===== src/rtl/ifm_row_buffer.sv =====
// Three-row IFM line buffer: each row is an independent register-file buffer with
// its own write/read pointers and fill level; overflow/underflow flags are sticky.
module ifm_row_lane #(
  parameter int DATA_WIDTH = 16,
  parameter int IFM_WIDTH  = 9,
  parameter int ADDR_WIDTH = 4
) (
  input  logic                  clk1,
  input  logic                  rst_n,
  input  logic                  wr_en,
  input  logic                  wr_clr,
  input  logic                  rd_en,
  input  logic                  rd_clr,
  input  logic [DATA_WIDTH-1:0] din,
  output logic [DATA_WIDTH-1:0] dout,
  output logic                  dout_vld,
  output logic                  full,
  output logic                  empty,
  output logic                  wr_drop,
  output logic                  rd_refuse
);
  localparam logic [ADDR_WIDTH-1:0] DEPTH = ADDR_WIDTH'(IFM_WIDTH);
  localparam logic [ADDR_WIDTH-1:0] ONE   = ADDR_WIDTH'(1);

  logic [DATA_WIDTH-1:0] mem [IFM_WIDTH];
  logic [ADDR_WIDTH-1:0] wr_ptr, rd_ptr, fill;
  logic [ADDR_WIDTH-1:0] eff_wp, eff_rp, wp_nxt;
  logic                  wr_ok, rd_ok;

  // Clears act in the same cycle as a strobe, so the strobe targets address 0.
  assign eff_wp    = wr_clr ? '0 : wr_ptr;
  assign eff_rp    = rd_clr ? '0 : rd_ptr;
  assign wp_nxt    = eff_wp + ONE;
  assign wr_ok     = wr_en && (eff_wp < DEPTH);
  assign rd_ok     = rd_en && (eff_rp < fill);
  assign wr_drop   = wr_en && !wr_ok;
  assign rd_refuse = rd_en && !rd_ok;
  assign full      = (wr_ptr == DEPTH);
  assign empty     = (fill == '0);

  always_ff @(posedge clk1) begin
    if (wr_ok) mem[eff_wp] <= din;
  end

  always_ff @(posedge clk1 or negedge rst_n) begin
    if (!rst_n) begin
      wr_ptr   <= '0;
      rd_ptr   <= '0;
      fill     <= '0;
      dout     <= '0;
      dout_vld <= 1'b0;
    end else begin
      if (wr_ok) begin
        wr_ptr <= wp_nxt;
        if (wp_nxt > fill) fill <= wp_nxt;
      end else if (wr_clr && !wr_en) begin
        wr_ptr <= '0;
      end
      // Read sees pre-edge fill and memory: no write-to-read bypass.
      dout_vld <= rd_ok;
      if (rd_ok) begin
        dout   <= mem[eff_rp];
        rd_ptr <= eff_rp + ONE;
      end else if (rd_clr && !rd_en) begin
        rd_ptr <= '0;
      end
    end
  end
endmodule

module ifm_row_buffer #(
  parameter int DATA_WIDTH = 16,
  parameter int IFM_WIDTH  = 9,
  parameter int ADDR_WIDTH = 4
) (
  input  logic                  clk1,
  input  logic                  rst_n,
  input  logic                  wr_en_1,
  input  logic                  wr_en_2,
  input  logic                  wr_en_3,
  input  logic                  wr_clr,
  input  logic                  rd_en_1,
  input  logic                  rd_en_2,
  input  logic                  rd_en_3,
  input  logic                  rd_clr,
  input  logic [DATA_WIDTH-1:0] din_1,
  input  logic [DATA_WIDTH-1:0] din_2,
  input  logic [DATA_WIDTH-1:0] din_3,
  output logic [DATA_WIDTH-1:0] dout_1,
  output logic [DATA_WIDTH-1:0] dout_2,
  output logic [DATA_WIDTH-1:0] dout_3,
  output logic [2:0]            dout_valid,
  output logic [2:0]            row_full,
  output logic [2:0]            row_empty,
  output logic                  err_ovf,
  output logic                  err_udf
);
  localparam int NUM_ROWS = 3;

  logic [NUM_ROWS-1:0]                 wr_en_v, rd_en_v, wr_drop, rd_refuse;
  logic [NUM_ROWS-1:0][DATA_WIDTH-1:0] din_v, dout_v;

  assign wr_en_v = {wr_en_3, wr_en_2, wr_en_1};
  assign rd_en_v = {rd_en_3, rd_en_2, rd_en_1};
  assign din_v   = {din_3, din_2, din_1};
  assign dout_1  = dout_v[0];
  assign dout_2  = dout_v[1];
  assign dout_3  = dout_v[2];

  for (genvar r = 0; r < NUM_ROWS; r++) begin : g_row
    ifm_row_lane #(
      .DATA_WIDTH(DATA_WIDTH), .IFM_WIDTH(IFM_WIDTH), .ADDR_WIDTH(ADDR_WIDTH)
    ) u_lane (
      .clk1      (clk1),
      .rst_n     (rst_n),
      .wr_en     (wr_en_v[r]),
      .wr_clr    (wr_clr),
      .rd_en     (rd_en_v[r]),
      .rd_clr    (rd_clr),
      .din       (din_v[r]),
      .dout      (dout_v[r]),
      .dout_vld  (dout_valid[r]),
      .full      (row_full[r]),
      .empty     (row_empty[r]),
      .wr_drop   (wr_drop[r]),
      .rd_refuse (rd_refuse[r])
    );
  end

  always_ff @(posedge clk1 or negedge rst_n) begin
    if (!rst_n) begin
      err_ovf <= 1'b0;
      err_udf <= 1'b0;
    end else begin
      if (|wr_drop)   err_ovf <= 1'b1;
      if (|rd_refuse) err_udf <= 1'b1;
    end
  end
endmodule

===== config.mk =====
export PLATFORM = sky130hd
export DESIGN_NAME = ifm_row_buffer
export DESIGN_NICKNAME = d
export VERILOG_FILES = /design/src/rtl/ifm_row_buffer.sv
export SDC_FILE = /design/constraint.sdc
export NUM_CORES = 1
export LEC_CHECK = 0
export ABC_AREA = 1
export ABC_CLOCK_PERIOD_IN_PS = 2500
export BUFFER_PORTS_ARGS = -buffer_cell sky130_fd_sc_hd__buf_2
export CELL_PAD_IN_SITES_DETAIL_PLACEMENT = 0
export CELL_PAD_IN_SITES_GLOBAL_PLACEMENT = 1
export CORE_MARGIN = 3
export CORE_UTILIZATION = 25
export CTS_CLUSTER_DIAMETER = 100
export DETAILED_ROUTE_END_ITERATION = 8
export PLACE_DENSITY_LB_ADDON = 0.1
export SLEW_MARGIN = 20
export SYNTH_ARGS = -nofsm -noshare
export SYNTH_HDL_FRONTEND = slang
export SYNTH_SLANG_ARGS = --single-unit

===== constraint.sdc =====
create_clock -name clk1 -period 2.5 [get_ports clk1]
set_input_delay 0.375 -clock clk1 [delete_from_list [all_inputs] [get_ports clk1]]
set_output_delay 0.375 -clock clk1 [all_outputs]
set_load 0.03 [all_outputs]

==> key figures, run 1 <==
Setup path
  • Critical path buffers and inverters: 2
  • Critical Path Max Stage Delay: 0.44 ns
  • Critical Path Sink Type: output port
  • Cell family with most CP delay: flip-flops
  • Crit Path Class: reg2out
  • CP arrival: 1.88 ns
  • CP max stage cell: dfrtp_1
  • FF-to-FF setup slack: 0.30 ns
  • Worst EP required: 2.12 ns
  • Crit Path Max Fanout: 5
  • Startpoint types: flip-flop
  • CP Cell Sequence: nand2_1 -> nor3_1 -> buf_4 -> buf_2

Synth
  • Prevailing post-synth register cell: edfxtp_1
  • Syn Inst Count: 2425
  • Syn_area_per_cell: 9.647 um^2
  • Synth Warn #: 0
  • Simple-gate area share of the yosys netlist: 0.2219
  • Register bit total from synthesis: 521
  • EDFF count, synth: 432
  • Async set-or-reset flop fraction in the synthesized netlist: 0.1708
  • Post-Syn Area: 0.02339 mm^2
  • Synth top area share: 0.5545
  • Synth Area in Adders: 0.01123
  • Mux cell area share after synthesis: 0
  • Compound-Gate Fraction of Synth Area: 0.02252
  • Synth Area in XOR/XNOR: 0.002246
  • Cell taking the most area after synthesis: edfxtp_1
  • Netlist cell types: 31
  • Largest family of logic cells by synthesized area: simple AND/OR/NAND/NOR gates
  • Sequential fraction of the synthesis area: 0.6497
  • Post-synthesis net count: 2504
  • Main area contributors after synthesis: edfxtp_1 55%, dfrtp_1 9.5%, nand2_1 8.5%

STA
  • Setup WS post-layout: 0.2473 ns
  • Final Hold Vio Count: 0
  • Relative slew slack: 0.5481
  • Slew Viols, Final: 0
  • Final setup violation count: 0
  • Min cycle time layout: 2.253 ns
  • Period utilisation layout: 0.9011
  • Worst Skew: 0.02279 ns
  • Min Hold Slack: 0.07626 ns
  • Fmax: 443.9 MHz
  • RSZ-0062 raised after global routing: false
  • Slew @ Worst Pin: 0.6771 ns

Finish
  • Final non-filler cell total: 3931
  • Area Growth Syn to Fin: 21.86%
  • Final Instance Area: 0.02851 mm^2
  • Share of layout cells above drive strength 1: 0.1481
  • Final nets: 2716

Placed design
  • GP Congestion: 0.7747
  • Final HPWL DP: 45.62 mm
  • PortBufs: 116
  • Pre-CTS WS: 0.05488 ns
  • DP Area: 0.02629 mm^2
  • Placed insts: 3809

GRT
  • Initial antenna violation count: 5
  • First-pass GRT wire length: 107.3 mm
  • Tot GR Track Use: 0.1471
  • Largest net degree at the start of global routing: 49
  • Number of global-route vias before repair: 16490
  • GRT Residual Overflow: 0

Power
  • Switching share of power: 0.3493
  • Share of power burned in registers: 0.371
  • Clk network pwr share: 0.335
  • Internal: 18620 uW
  • Peak supply drop: 0.0004754 V
  • Net switching power: 9996 uW
  • Power share of the combinational group: 0.294
  • Static Leak: 0.01250 uW
  • Cell area power density: 1004 mW/mm^2

Die
  • Die footprint: 0.09729 mm^2
  • Starting Density: 0.2537
  • Core area: 0.09222 mm^2
  • Die width: 311.9 um
  • Chip height: 311.9 um
  • # IOs: 117
  • Num rows: 111

Clock network
  • Post-CTS Setup Inserts: 0
  • Clock tree sinks: 521
  • Clock transition at the registers of the reported paths: 0.06 ns
  • Max clock buf depth: 3
  • H-tree depth: 3
  • CTS root buf: clkbuf_16
  • Number of buffers inserted during clock tree synthesis: 68
  • TritonCTS clock tree: built
  • Clock latency on the worst-skew pair: 0.60 ns

Routing
  • DR vias/cell: 4.156
  • Via count: 16340
  • DRC: 0
  • Post-route ant nets: 0
  • DR iter-0 viols: 934
  • Final wirelength: 71.81 mm
  • Pre-antenna DRT Iters: 6
  • WL/cell: 18.27 um

Run
  • Maxcap violations: 0

Min path
  • Min-Delay Path Class: in2reg

Outcome
  • Outcome: finished, final reports clean
==> worst reg2reg max path, stage by stage, from the launching register on <==
cell and delay, ns:
dfrtp_1 0.32, inv_1 0.06, nor2_1 0.12, inv_1 0.07
nor2_1 0.14, nand2_1 0.12, xor2_2 0.17, inv_1 0.06
ha_1 0.28, nand2_1 0.05, inv_1 0.07, nand3_1 0.10
o21ai_0 0.20, nand2_2 0.14, nand2_1 0.08, o21ai_0 0.08
==> repair_timing <==
action / CTS / global route
endpoints found under the setup margin: 0 / 1
hold endpoints to repair: 26 / 0
hold buffers: 1 / 0
resized for setup: 0 / 1
==> per-layer routing <==
layer  track usage  vias up  wire length [um]
li1              -     8189                 -
met1        0.1986     7858             34190
met2        0.2441      192             33780
met4       0.03852        8              1566
met5             0        -                57
met3       0.02534       89              2215
==> synth_stat cells (8+ instances only) <==
library cell / n
edfxtp_1: 432
dfrtp_1: 89
nand3_1: 221
nor2_1: 410
o21ai_1: 13
buf_2: 45
nor3_1: 9
ha_1: 21
clkbuf_1: 28
o21ai_0: 68
nand4_1: 52
a21oi_1: 8
buf_4: 19
nand2_2: 11
buf_6: 8
inv_2: 9
inv_1: 408
nand2_1: 530
==> path summary, 6_finish.rpt <==
check / cells after the start / from / endpoint
worst max-delay path: 4 / g_row[0].u_lane.wr_ptr[3]$_DFFE_PN0P_ / row_full[0]
worst min-delay path: 1 / din_2[6] / g_row[1].u_lane.mem[8][6]$_DFFE_PP_
worst max register to register: 15 / g_row[2].u_lane.wr_ptr[1]$_DFFE_PN0P_ / g_row[2].u_lane.fill[0]$_DFFE_PN0P_
worst min register to register: 2 / err_udf$_DFFE_PN0P_ / err_udf$_DFFE_PN0P_
max in group asynchronous: 3 / rst_n / g_row[2].u_lane.dout[10]$_DFFE_PN0P_
min in group asynchronous: 2 / rst_n / g_row[0].u_lane.dout[13]$_DFFE_PN0P_
==> logic make-up after synthesis <==
| logic type | after synthesis |
|---|---|
| and+or+nand+nor | 1250 |
| AOI/OAI and AO/OA | 101 |
| xor gates and xnor gates | 6 |
| buffers and inverters | 526 |
| DFF | 521 |
| adders and majority gates | 21 |
==> flip-flops by register name, indices dropped and copies added, names as in the netlist <==
register,flops
g_row.u_lane.rd_ptr,12
g_row.u_lane.dout,48
g_row.u_lane.mem,432
err_udf,1
err_ovf,1
g_row.u_lane.wr_ptr,12
g_row.u_lane.fill,12
g_row.u_lane.dout_vld,3
==> power groups by stage <==
stage | registers [uW] | logic, uW | clock network [uW]
6_report | 10600 | 8410 | 9590
5_1_grt | 10700 | 9520 | 10300
4_1_cts | 10600 | 8650 | 9970
3_5_place_dp | 10800 | 8620 | 0
3_3_place_gp | 10800 | 8610 | 0
2_1_floorplan | 11400 | 4730 | 0
==> area by class of cell <==
type	instances	area [um^2]
Multi-Input combinational cell	1378	6113
Timing Repair Buffer	245	1854
Inverter	423	1588
Clock inverter	24	193.9
Clock buffer	96	2003
Antenna cell	1	2.502
Tap cell	1243	1555
Sequential cell	521	15200
Fill cell	9695	63710
==> through the flow <==
stage | util | TNS [ns] | power, uW
floorplan | - | -2.385 | 16150
global placement | 0.2851 | 0 | 19400
detailed placement | 0.2851 | 0 | 19420
CTS | 0.3090 | 0 | 29250
global route | 0.3091 | 0 | 30490
finish | 0.3092 | 0 | 28620
==> cells in the final DEF, fill, tap and decap left out, types with 6 or more instances in the layout <==
cell and instances:
nor2_1 403, nor2_2 12, nand4_1 52, clkbuf_1 14, nand3_1 221, edfxtp_1 432, buf_4 105, buf_2 115
ha_1 21, buf_12 24, o21ai_1 13, nand2_1 527, clkbuf_8 9, clkbuf_16 73, a21oi_1 6, o21ai_0 68
o22ai_1 6, dfrtp_1 89, or2_2 6, nor3_2 8, clkinv_1 13, inv_2 9, nand2_2 14, clkinv_2 11
inv_1 408
(Power assumes the default switching activity.)
==> run 2: changes to the inputs <==
CORE_MARGIN = default   (was 3)
CORE_UTILIZATION = 44   (was 25)
PLACE_DENSITY = 0.86   (was default)
PLACE_DENSITY_LB_ADDON = default   (was 0.1)
==> run 2 against run 1 <==
Hold slack better by 0.0021 ns. First-iteration DRC count rose by 52%. Sequential power about the same. Combinational power decreased by 7.7%. Largest power group unchanged. Cell count decreased by 16%. Flip-flop and latch count unchanged. Clock skew up 0.011 ns.
==> key figures, run 2 (same netlist as run 1, synthesis figures left out) <==
Min path
  • Hold_sp: din_2[10]
  • Hold path endpoint: g_row[1].u_lane.mem[6][10]$_DFFE_PP_
  • Min-Delay Path Depth: 1 (unchanged)
  • Min-Delay Path Class: in2reg

Run
  • Maxcap violations: 0 (unchanged)

Setup path
  • Startpoint types: flip-flop
  • Worst EP required: 2.12 ns (about the same)
  • FF-to-FF setup slack: 0.30 ns (about the same)
  • Critical Path Sink Type: output port
  • CP arrival: 1.95 ns (+0.07 ns)
  • CP startpoint: g_row[0].u_lane.fill[0]$_DFFE_PN0P_
  • Crit Path Class: reg2out
  • Worst r2r src: g_row[2].u_lane.wr_ptr[1]$_DFFE_PN0P_
  • Path depth of the worst reg2reg path: 15 (unchanged)
  • Cell family with most CP delay: simple AND/OR/NAND/NOR gates
  • Critical Path Max Stage Delay: 0.60 ns (+0.16 ns)
  • CP max stage cell: nor4_1
  • Critical path buffers and inverters: 1 (-1)
  • R2r endpoint: g_row[2].u_lane.fill[0]$_DFFE_PN0P_
  • Crit Path Max Fanout: 5 (unchanged)
  • CP Cell Sequence: nor4_1 -> buf_2

Clock network
  • Clock tree sinks: 521 (unchanged)
  • H-tree depth: 2 (-1)
  • Clock latency on the worst-skew pair: 0.62 ns (+0.02 ns)
  • Number of buffers inserted during clock tree synthesis: 53 (-22%)
  • Max clock buf depth: 3 (unchanged)
  • CTS root buf: clkbuf_16
  • TritonCTS clock tree: built
  • Clock transition at the registers of the reported paths: 0.07 ns (about the same)

GRT
  • Busiest grt layer: met2
  • Initial antenna violation count: 3 (-2)
  • GRT Residual Overflow: 0 (unchanged)
  • Tot GR Track Use: 0.2095 (+0.06237)
  • Number of global-route vias before repair: 15720 (-4.7%)
  • Largest net degree at the start of global routing: 49 (unchanged)
  • First-pass GRT wire length: 87.15 mm (-19%)
  • Met1 Use GR: 0.2923 (+0.09366)
  • Routing usage on met3: 0.03971 (+0.01437)
  • Met2 usage: 0.3346 (+0.09058)

Power
  • Power share of the combinational group: 0.297 (+0.003)
  • Share of power burned in registers: 0.406 (+0.035)
  • Switching share of power: 0.3544 (+0.005069)
  • Net switching power: 9249 uW (-7.5%)
  • Static Leak: 0.01203 uW (-3.7%)
  • Peak supply drop: 0.0006469 V (+36%)
  • Cell area power density: 969.9 mW/mm^2 (-3.4%)
  • Internal: 16850 uW (-9.5%)
  • Clk network pwr share: 0.297 (-0.038)

Finish
  • Final Instance Area: 0.02691 mm^2 (-5.6%)
  • Most common cell after layout, fill and taps aside: nand2_1
  • Area Growth Syn to Fin: 15.02%
  • Final nets: 2664 (-1.9%)
  • Multi-input gate area: 0.006088 mm^2 (-0.41%)
  • Most frequent cells in the layout: 527 x nand2_1, 432 x edfxtp_1, 409 x nor2_1, 408 x inv_1, 220 x nand3_1
  • Largest register FFs: 432 (unchanged)
  • Register area: 0.01520 mm^2 (unchanged)
  • Filler cells: 4660 (-52%)
  • Share of layout cells above drive strength 1: 0.1263 (-0.02184)
  • Top reg by flops: g_row.u_lane.mem
  • Regs by FF count: g_row.u_lane.mem: 432 flops, g_row.u_lane.dout: 48 flops

Die
  • # IOs: 117 (unchanged)
  • Die width: 232.6 um (-25%)
  • Core area: 0.05255 mm^2 (-43%)
  • Die footprint: 0.05410 mm^2 (-44%)
  • Chip height: 232.6 um (-25%)
  • Starting Density: 0.4452 (+0.1915)
  • Num rows: 84 (-24%)

STA
  • Min Hold Slack: 0.07836 ns (+0.002103 ns)
  • Relative slew slack: 0.5730 (+0.02491)
  • Final setup violation count: 0 (unchanged)
  • Final Hold Vio Count: 0 (unchanged)
  • Min cycle time layout: 2.329 ns (+0.07593 ns)
  • Period utilisation layout: 0.9315 (+0.03037)
  • Worst Skew: 0.03341 ns (+0.01062 ns)
  • Fmax: 429.4 MHz (-3.3%)
  • TNS Setup: 0 ns (unchanged)
  • Slew Viols, Final: 0 (unchanged)
  • Slew @ Worst Pin: 0.6366 ns (-0.04055 ns)
  • RSZ-0062 raised after global routing: false

Routing
  • DR vias/cell: 4.944 (+19%)
  • DRC: 0 (unchanged)
  • Post-route ant nets: 0 (unchanged)
  • DR iter-0 viols: 1417 (+52%)
  • Via count: 16410 (+0.45%)
  • Pre-antenna DRT Iters: 5 (-1)
  • Final wirelength: 55.55 mm (-23%)
  • WL/cell: 16.74 um (-8.4%)

Placed design
  • DP Area: 0.02518 mm^2 (-4.2%)
  • Final HPWL DP: 36.25 mm (-21%)
  • GP Congestion: 0.8592 (+11%)
  • PortBufs: 116 (unchanged)

Outcome
  • Outcome: finished, final reports clean
==> run 2: cell count changes in the layout (fill, tap and decap cells not counted), moves of 7 or more <==
| cell | change |
|---|---|
| buf_12 | -9 |
| buf_4 | -28 |
| clkbuf_1 | -7 |
| clkbuf_16 | -20 |
| clkbuf_8 | -9 |
| clkinv_1 | +7 |
==> run 2: worst max path at each step <==
| stage | end | slack [ns] | cells after the start |
|---|---|---|---|
| 6_report | row_empty[0] | 0.17 | 2 |
| 5_1_grt | g_row[1].u_lane.fill[1]$_DFFE_PN0P_ | 0.01 | 16 |
| 4_1_cts | row_empty[0] | 0.11 | 2 |
| 3_5_place_dp | g_row[0].u_lane.fill[2]$_DFFE_PN0P_ | 0.02 | 15 |
| 3_3_place_gp | g_row[2].u_lane.fill[0]$_DFFE_PN0P_ | 0.13 | 14 |
| 2_1_floorplan | g_row[0].u_lane.mem[6][0]$_DFFE_PP_ | -0.05 | 7 |
==> run 2: metrics by stage <==
stage | total power (uW) | cells | setup WS, ns | util
after global routing | 27620 | 3318 | 0.009954 | 0.5120
final | 26100 | 3319 | 0.1713 | 0.5120
after global placement | 18330 | 3217 | 0.1337 | 0.4792
after floorplan | 16150 | 2425 | -0.04970 | -
after CTS | 26280 | 3317 | 0.1138 | 0.5118
after detailed placement | 18520 | 3217 | 0.02484 | 0.4792
==> run 2: cell type report <==
type                       instances  share of cell area
sequential                       521              0.5649
multi-input combinational       1378              0.2263
inverter                         423             0.05901
timing repair buffer             208             0.05440
clock buffer                      60             0.05027
tap                              688             0.03199
clock inverter                    39             0.01302
antenna                            2           0.0001860
==> run 2: what timing repair did <==
| item | in CTS | in global routing |
|---|---|---|
| endpoints found under the hold margin | 24 | 0 |
| hold buffers | 1 | 0 |
| gates resized for setup | 0 | 3 |
| setup endpoints to repair | 0 | 6 |
| buffers inserted | 0 | 0 |
==> run 2: power groups by stage <==
stage	Clock, uW	Combinational [uW]	Sequential, uW
floorplan	0	4730	11400
global placement	0	7590	10700
detailed placement	0	7750	10800
CTS	7880	7800	10600
global route	8210	8740	10700
finish	7750	7760	10600
==> run 2: per-layer routing <==
layer,vias up,part of all wire
met3,84,0.079
met4,4,0.021
li1,8069,-
met5,-,0.00050
met1,7696,0.44
met2,557,0.46
==> run 3: changes to the inputs <==
GPL_ROUTABILITY_DRIVEN = 0   (was default)
PLACE_DENSITY = default   (was 0.86)
PLACE_DENSITY_LB_ADDON = 0.1   (was default)
TNS_END_PERCENT = 20   (was default)
==> run 3 against run 2 <==
Setup slack gained 0.096 ns. Sequential share of layout area shrank 0.82 points. Largest cell class unchanged. Clock power grew 7.6%. Design area grew 1.5%. Clock-buffer cell count grew 26. Critical endpoint is now g_row[2].u_lane.fill[3]$_DFFE_PN0P_. Utilization grew 0.75 points. Critical path type is now reg2reg. Critical path depth grew 13. Total power grew 2.9%. Register-to-register slack lost 0.03 ns. Largest power group unchanged. Cell count grew 0.45%. Die area is the same.
==> key figures, run 3 (same netlist as run 1, synthesis figures left out) <==
STA
  • Worst Skew: 0.02018 ns (-0.01324 ns)
  • Min Hold Slack: 0.06285 ns (-0.01551 ns)
  • Relative slew slack: 0.4790 (-0.09394)
  • Final Hold Vio Count: 0 (unchanged)
  • Final setup violation count: 0 (unchanged)
  • Slew Viols, Final: 0 (unchanged)
  • Min cycle time layout: 2.232 ns (-0.09628 ns)
  • Fmax: 448.0 MHz (+4.3%)
  • Period utilisation layout: 0.8930 (-0.03851)
  • Slew @ Worst Pin: 0.7806 ns (+0.1440 ns)
  • RSZ-0062 raised after global routing: false

Finish
  • Most frequent cells in the layout: 527 x nand2_1, 432 x edfxtp_1, 410 x nor2_1, 408 x inv_1, 221 x nand3_1
  • Regs by FF count: g_row.u_lane.mem: 432 flops, g_row.u_lane.dout: 48 flops
  • Top reg by flops: g_row.u_lane.mem
  • Final Instance Area: 0.02730 mm^2 (+1.5%)
  • Share of layout cells above drive strength 1: 0.1323 (+0.006041)
  • Post-layout util: 0.5196 (+0.007523)
  • Largest register FFs: 432 (unchanged)
  • Final nets: 2676 (+0.45%)
  • Area Growth Syn to Fin: 16.71%
  • Final non-filler cell total: 3334 (+0.45%)
  • Most common cell after layout, fill and taps aside: nand2_1

Die
  • Core area: 0.05255 mm^2 (unchanged)
  • Starting Density: 0.4452 (unchanged)
  • Die footprint: 0.05410 mm^2 (unchanged)
  • Num rows: 84 (unchanged)
  • # IOs: 117 (unchanged)
  • Die width: 232.6 um (unchanged)
  • Chip height: 232.6 um (unchanged)

Routing
  • DR vias/cell: 4.891 (-1.1%)
  • Via count: 16310 (-0.64%)
  • WL/cell: 18.03 um (+7.8%)
  • Pre-antenna DRT Iters: 6 (+1)
  • Final wirelength: 60.12 mm (+8.2%)
  • DR iter-0 viols: 1135 (-20%)
  • DRC: 0 (unchanged)
  • Post-route ant nets: 0 (unchanged)

Clock network
  • CTS root buf: clkbuf_16
  • Max clock buf depth: 3 (unchanged)
  • Post-CTS Setup Inserts: 0 (unchanged)
  • Clock tree sinks: 521 (unchanged)
  • H-tree depth: 2 (unchanged)
  • Number of buffers inserted during clock tree synthesis: 57 (+7.5%)
  • Clock transition at the registers of the reported paths: 0.06 ns (about the same)
  • TritonCTS clock tree: built
  • Clock latency on the worst-skew pair: 0.61 ns (about the same)

Setup path
  • CP max stage cell: dfrtp_1
  • R2r endpoint: g_row[2].u_lane.fill[3]$_DFFE_PN0P_
  • Worst r2r src: g_row[2].u_lane.wr_ptr[1]$_DFFE_PN0P_
  • Startpoint types: flip-flop
  • Critical path buffers and inverters: 4 (+3)
  • Critical Path Sink Type: flip-flop
  • Worst EP required: 2.98 ns (+0.86 ns)
  • Path depth of the worst reg2reg path: 15 (unchanged)
  • CP Cell Sequence: inv_1 -> nor2_1 -> inv_1 -> nor2_1 -> nand2_1 -> xor2_1 -> inv_1 -> ha_1 -> nand2_1 -> inv_1 -> nand3_1 -> o21ai_0 -> nand2_2 -> nand2_1 -> o21ai_1
  • Crit Path Max Fanout: 8 (+3)
  • Crit-path most repeated cell: inv_1
  • Crit Path Class: reg2reg
  • FF-to-FF setup slack: 0.27 ns (-0.03 ns)
  • Critical Path Max Stage Delay: 0.32 ns (-0.28 ns)
  • CP arrival: 2.72 ns (+0.77 ns)
  • Cell family with most CP delay: simple AND/OR/NAND/NOR gates

Power
  • Peak supply drop: 0.0006001 V (-7.2%)
  • Power Total: 26850 uW (+2.9%)
  • Static Leak: 0.01222 uW (+1.5%)
  • Cell area power density: 983.4 mW/mm^2 (+1.4%)

Min path
  • Hold path endpoint: g_row[2].u_lane.mem[7][3]$_DFFE_PP_
  • Min-Delay Path Depth: 1 (unchanged)
  • Hold_sp: din_3[3]
  • Min-Delay Path Class: in2reg

GRT
  • Largest net degree at the start of global routing: 49 (unchanged)
  • Initial antenna violation count: 2 (-1)
  • Tot GR Track Use: 0.2272 (+0.01778)
  • GRT Residual Overflow: 0 (unchanged)
  • First-pass GRT wire length: 92.36 mm (+6.0%)
  • Number of global-route vias before repair: 15640 (-0.47%)

Placed design
  • DP Area: 0.02542 mm^2 (+0.95%)
  • Placed insts: 3225 (+0.25%)
  • Final HPWL DP: 37.35 mm (+3.0%)
  • PortBufs: 116 (unchanged)

Outcome
  • Outcome: finished, final reports clean

Run
  • Maxcap violations: 0 (unchanged)
## run 3: changes by cell type in the layout (fill, tap and decap cells not counted), moves of 2 or more
cell,previous run,this run
clkinvlp_4,3,1
o21ai_1,14,16
buf_12,15,29
clkbuf_16,53,57
o21ai_0,67,65
clkinv_4,0,2
clkbuf_1,7,15
clkinv_1,20,9
buf_4,77,71
clkinv_8,2,0
clkbuf_8,0,14
## run 3: how the worst max path moves through the flow
stage	depth (start not counted)	to	slack [ns]	from
CTS	16	g_row[1].u_lane.fill[1]$_DFFE_PN0P_	0.28	g_row[1].u_lane.wr_ptr[1]$_DFFE_PN0P_
floorplan	9	g_row[1].u_lane.mem[4][0]$_DFFE_PP_	-0.23	wr_clr
detailed placement	15	g_row[1].u_lane.fill[0]$_DFFE_PN0P_	-0.01	wr_clr
finish	15	g_row[2].u_lane.fill[3]$_DFFE_PN0P_	0.27	g_row[2].u_lane.wr_ptr[1]$_DFFE_PN0P_
global placement	15	g_row[1].u_lane.fill[0]$_DFFE_PN0P_	0.08	wr_clr
global route	15	g_row[2].u_lane.fill[0]$_DFFE_PN0P_	0.004	g_row[2].u_lane.wr_ptr[1]$_DFFE_PN0P_
## run 3: metal layers
layer	track usage	vias to the layer above	wire length, um
met3	0.03248	99	3069
li1	-	8088	-
met4	0.07312	0	1551
met2	0.3808	408	28890
met1	0.3037	7710	26620
met5	0	-	0
## run 3: worst reg2reg max path, cell delays in order (launching register included)
cell     delay [ns]
dfrtp_1        0.32
inv_1          0.06
nor2_1         0.13
inv_1          0.09
nor2_1         0.13
nand2_1        0.09
xor2_1         0.22
inv_1          0.07
ha_1           0.30
nand2_1        0.06
inv_1          0.07
nand3_1        0.10
o21ai_0        0.19
nand2_2        0.14
nand2_1        0.08
o21ai_1        0.06
## run 3: repair_timing
| item | 4_1_cts | 5_1_grt |
|---|---|---|
| endpoints found under the setup margin | 0 | 5 |
| resized for setup | 0 | 3 |
| hold buffers | 1 | 0 |
| hold endpoints to repair | 25 | 0 |
## run 3: metrics by stage
| stage | worst slack (ns) | setup TNS, ns |
|---|---|---|
| floorplan | -0.2293 | -6.054 |
| global placement | 0.07830 | 0 |
| detailed placement | -0.01424 | -0.01994 |
| CTS | 0.2776 | 0 |
| global route | 0.003608 | 0 |
| finish | 0.2676 | 0 |
## run 3: power by group
| group | switching (uW) | total [uW] | internal, uW |
|---|---|---|---|
| combinational | 5580 | 7930 | 2350 |
| clock | 3420 | 8340 | 4920 |
| sequential | 392 | 10600 | 10200 |
## run 3: final cells by class
cell class                      instances  area (um^2)
Tap cell                              688        860.8
Inverter                              423         1588
Fill cell                            4792        25250
Clock buffer                           86         1675
Antenna cell                            1        2.502
Timing Repair Buffer                  216         1699
Multi-Input combinational cell       1378         6085
Clock inverter                         21        193.9
Sequential cell                       521        15200
